### src/rtl/adder_tree_pkg.sv
// Shared parameters and width helpers for the two-stage four-operand adder tree.
package adder_tree_pkg;

    localparam int NARROW_W_DEF = 4;
    localparam int WIDE_W_DEF   = 8;

    // Two additions of WIDE_W-bit-or-narrower operands need two carry bits.
    function automatic int sum_w(input int wide_w);
        return wide_w + 2;
    endfunction

endpackage

### src/rtl/pipe_add.sv
// One registered adder stage: (WIDTH+1)-bit sum of two unsigned inputs plus a valid bit.
module pipe_add #(
    parameter int WIDTH = 8
) (
    input  logic             clk,
    input  logic             rst_n,
    input  logic             valid_in,
    input  logic [WIDTH-1:0] x,
    input  logic [WIDTH-1:0] y,
    output logic             valid_q,
    output logic [WIDTH:0]   sum_q
);

    // Data loads every cycle; only valid_q qualifies it.
    always_ff @(posedge clk or negedge rst_n) begin
        if (!rst_n) begin
            valid_q <= 1'b0;
            sum_q   <= '0;
        end else begin
            valid_q <= valid_in;
            sum_q   <= {1'b0, x} + {1'b0, y};
        end
    end

endmodule

### src/rtl/adder_tree.sv
// Two-stage pipelined unsigned adder: sum3 = a + b + c + d, two cycles after sampling.
// Handshake: valid-only, no ready; out_valid qualifies sum3 and a result appears every cycle.
module adder_tree
    import adder_tree_pkg::*;
#(
    parameter int NARROW_W = NARROW_W_DEF,
    parameter int WIDE_W   = WIDE_W_DEF
) (
    input  logic                        clk,
    input  logic                        rst_n,
    input  logic                        in_valid,
    input  logic [NARROW_W-1:0]         a,
    input  logic [NARROW_W-1:0]         b,
    input  logic [WIDE_W-1:0]           c,
    input  logic [WIDE_W-1:0]           d,
    output logic                        out_valid,
    output logic [sum_w(WIDE_W)-1:0]    sum3
);

    localparam int SUM_W = sum_w(WIDE_W);

    logic              v1_ab;
    logic              v1_cd;
    logic [NARROW_W:0] sum1;
    logic [WIDE_W:0]   sum2;
    logic [WIDE_W:0]   sum1_x;
    logic [SUM_W-1:0]  sum3_q;
    logic              v2;

    pipe_add #(.WIDTH(NARROW_W)) u_add_ab (
        .clk      (clk),
        .rst_n    (rst_n),
        .valid_in (in_valid),
        .x        (a),
        .y        (b),
        .valid_q  (v1_ab),
        .sum_q    (sum1)
    );

    pipe_add #(.WIDTH(WIDE_W)) u_add_cd (
        .clk      (clk),
        .rst_n    (rst_n),
        .valid_in (in_valid),
        .x        (c),
        .y        (d),
        .valid_q  (v1_cd),
        .sum_q    (sum2)
    );

    assign sum1_x = (WIDE_W + 1)'(sum1);

    // Both first-stage valid bits carry the same registered in_valid.
    pipe_add #(.WIDTH(WIDE_W + 1)) u_add_final (
        .clk      (clk),
        .rst_n    (rst_n),
        .valid_in (v1_ab & v1_cd),
        .x        (sum1_x),
        .y        (sum2),
        .valid_q  (v2),
        .sum_q    (sum3_q)
    );

    assign out_valid = v2;
    assign sum3      = sum3_q;

endmodule

### config.mk
export PLATFORM = sky130hd
export DESIGN_NAME = adder_tree
export DESIGN_NICKNAME = d
export VERILOG_FILES = /design/src/rtl/adder_tree_pkg.sv /design/src/rtl/pipe_add.sv /design/src/rtl/adder_tree.sv
export SDC_FILE = /design/constraint.sdc
export NUM_CORES = 1
export LEC_CHECK = 0
export ABC_AREA = 1
export CAP_MARGIN = 40
export CORE_ASPECT_RATIO = 1.2
export CORE_MARGIN = 5
export CORE_UTILIZATION = 48
export DETAILED_ROUTE_END_ITERATION = 6
export PLACE_DENSITY = 0.85
export SYNTH_ARGS = -nofsm -noshare
export SYNTH_HDL_FRONTEND = slang
export SYNTH_SLANG_ARGS = --single-unit
### constraint.sdc
create_clock -name clk -period 1.7 [get_ports clk]
set_clock_uncertainty 0.1 [all_clocks]
set_input_delay 0.34 -clock clk [delete_from_list [all_inputs] [get_ports clk]]
set_output_delay 0.34 -clock clk [all_outputs]
set_load 0.05 [all_outputs]
==> metrics.yaml <==
placed_design:
  dp_hpwl_microns: 2360
  place_area_sq_um: 1910
  dp_slack_ps: -337
  io_buffers: 37
  gp_congestion: 0.834
drt:
  wl_per_cell_microns: 11.6
  via_per_inst: 5.02
  wl_met2_microns: 1690
  wl_met1_microns: 976
  drt_iter0_markers: 26
  drt_pass1_iterations: 6
  vias: 1236
  drc_errors: 0
  drtAntennaViolNets: 0
  top_layer: "met4"
  routed_wl_microns: 2860
  wl_met3_microns: 140
cts:
  clkSlewWorstSetupHoldPaths_ps: 140
  post_cts_buffers: 0
  clockBufferDepth: 2
  root_buffer: "clkbuf_4"
  cts_made_buffers: 3
  cts_tree: "yes"
  cts.sinks: 26
  htree_levels: 1
  clkLatencyLatePin_ps: 320
grt:
  grt_max_degree: 27
  grt_overflow: 0
  grtUsageTotal: 0.146
  antenna_found_initial: 0
  grt_pass1_vias: 1261
  grt_pass1_wl_microns: 4910
min_path:
  hp-class: "in2async"
critical_path:
  critPathKind: "in2reg"
  regToRegEndpoint: "u_add_final.sum_q[6]$_DFF_PN0_"
  r2r_start: "u_add_ab.sum_q[0]$_DFF_PN0_"
  arrival_ps: 1730
  cp-start-kind: "input port"
  crit_fanout: 2
  reg2reg_slack_ps: 100
  cp-end-kind: "flop"
  reg2reg_depth: 8
  required_ps: 1820
power_and_ir_drop:
  p_per_area_nw_per_um2: 1120
  p_total_w: 0.00222
  ir_drop_uv: 993
  p_leak_nw: 1.03
cells_and_area:
  antennaDiodeCount: 0
  syn_to_final_growth_pct: 36.7
  finish.net_count: 260
  final_common_cell: "nand2_1"
  final_cell_mix: "nand2_1 (51), clkdlybuf4s50_1 (26), dfrtp_1 (26), buf_4 (21), inv_1 (18)"
  utilization: 0.697
  finalInstanceArea_sq_um: 1980
  drive_gt1_frac: 0.146
floorplanning:
  fp.coreArea_sq_um: 2840
  dieHeight_microns: 70.1
  die_area_sq_um: 4220
  die_w_microns: 60.1
  row_count: 21
  start_util: 0.510
  ios: 38
timing:
  rsz0062_at_grt: "no"
  max_slew.worst_pin.slew_ps: 301
  slew_headroom: 0.800
  period_needed_ps: 1610
  fin_crit_sh: 0.947
  worst_slack_ps: 89.9
  whs_ps: 260
  fmax_mhz: 621
  finalHoldViolations: 0
  drv_slew: 0
  setup_viol: 0
synth:
  syn-cell-area_sq_um: 1450
  postSynthCellCount: 161
  yosys_warnings: 0
  synth_cell_types: 15
  synth_nets: 208
  avgSynthCellArea_sq_um: 8.98
  ys_ff_latch: 26
  seq_area_frac_synth: 0.450
flow_run:
  drv_cap: 0
run_status:
  status: "finished, final reports clean"
[state kept, by name, summed over array words and instances, names as in the netlist]
name and count:
u_add_final.sum_q 10, u_add_cd.valid_q 1, u_add_final.valid_q 1, u_add_cd.sum_q 9, u_add_ab.sum_q 5
[power by group]
part | switching [W] | internal, W
sequential | 0.0000597 | 0.000753
clock | 0.000172 | 0.000238
combinational | 0.000619 | 0.000373
[metal layers]
metal / track usage / up-vias
met5: 0 / -
met4: 0.0517 / 0
met3: 0.0129 / 6
met2: 0.282 / 33
met1: 0.155 / 584
li1: - / 613
[what timing repair did]
action                     in CTS  in global routing
setup endpoints to repair       0                  4
hold buffers                    0                  0
resized for setup               0                  6
[worst max-delay path by stage]
stage               from                          end  slack, ps  cells past startpoint
floorplan           c[0]  u_add_cd.sum_q[8]$_DFF_PN0_        180                      8
finish              c[0]  u_add_cd.sum_q[6]$_DFF_PN0_         90                      9
global placement    c[0]  u_add_cd.sum_q[8]$_DFF_PN0_       -290                      9
CTS                 c[0]  u_add_cd.sum_q[6]$_DFF_PN0_          2                      9
global route        c[0]  u_add_cd.sum_q[8]$_DFF_PN0_          2                      9
detailed placement  c[0]  u_add_cd.sum_q[6]$_DFF_PN0_       -340                      9
[cell families after synthesis]
family                   share of synthesized area
buffers and inverters                       0.0467
AO/OA/AOI/OAI                               0.0259
adder cells (fa/ha/maj)                      0.189
XOR/XNOR                                    0.0484
flip-flops                                   0.450
AND/OR/NAND/NOR                              0.240
[synth_stat cells]
cell | count | area, sq um
o21bai_1 | 1 | 7.51
dfrtp_1 | 26 | 651
nand4_1 | 1 | 6.26
nand3_1 | 13 | 65.1
nand3b_1 | 3 | 22.5
xor2_1 | 3 | 26.3
or2_1 | 4 | 25.0
nor2_1 | 9 | 33.8
a21oi_1 | 5 | 25.0
fa_1 | 3 | 60.1
ha_1 | 17 | 213
inv_1 | 18 | 67.6
xnor2_1 | 5 | 43.8
nand2_1 | 52 | 195
o21ai_0 | 1 | 5.00
[metrics by stage]
stage,setup TNS [ps],std cells
floorplan,0,161
global placement,-1300,242
detailed placement,-1550,242
CTS,0,246
global route,0,246
finish,0,246
[critical path, cell delays in order]
cell,delay (ps)
clkdlybuf4s50_1,410
ha_2,200
fa_2,340
nand2_1,80
nand2_1,60
nand3b_1,100
nand2_1,80
nand2_1,70
nand2_1,40
[area by class of cell]
cell class | count | area [sq um]
clock buffers | 3 | 22.5
clock inverters | 1 | 30.0
fillers | 215 | 861
inverters | 18 | 67.6
multi-input cells | 117 | 746
flip-flops and latches | 26 | 651
well taps | 34 | 42.5
repair buffers | 47 | 418
(Power assumes the default switching activity.)
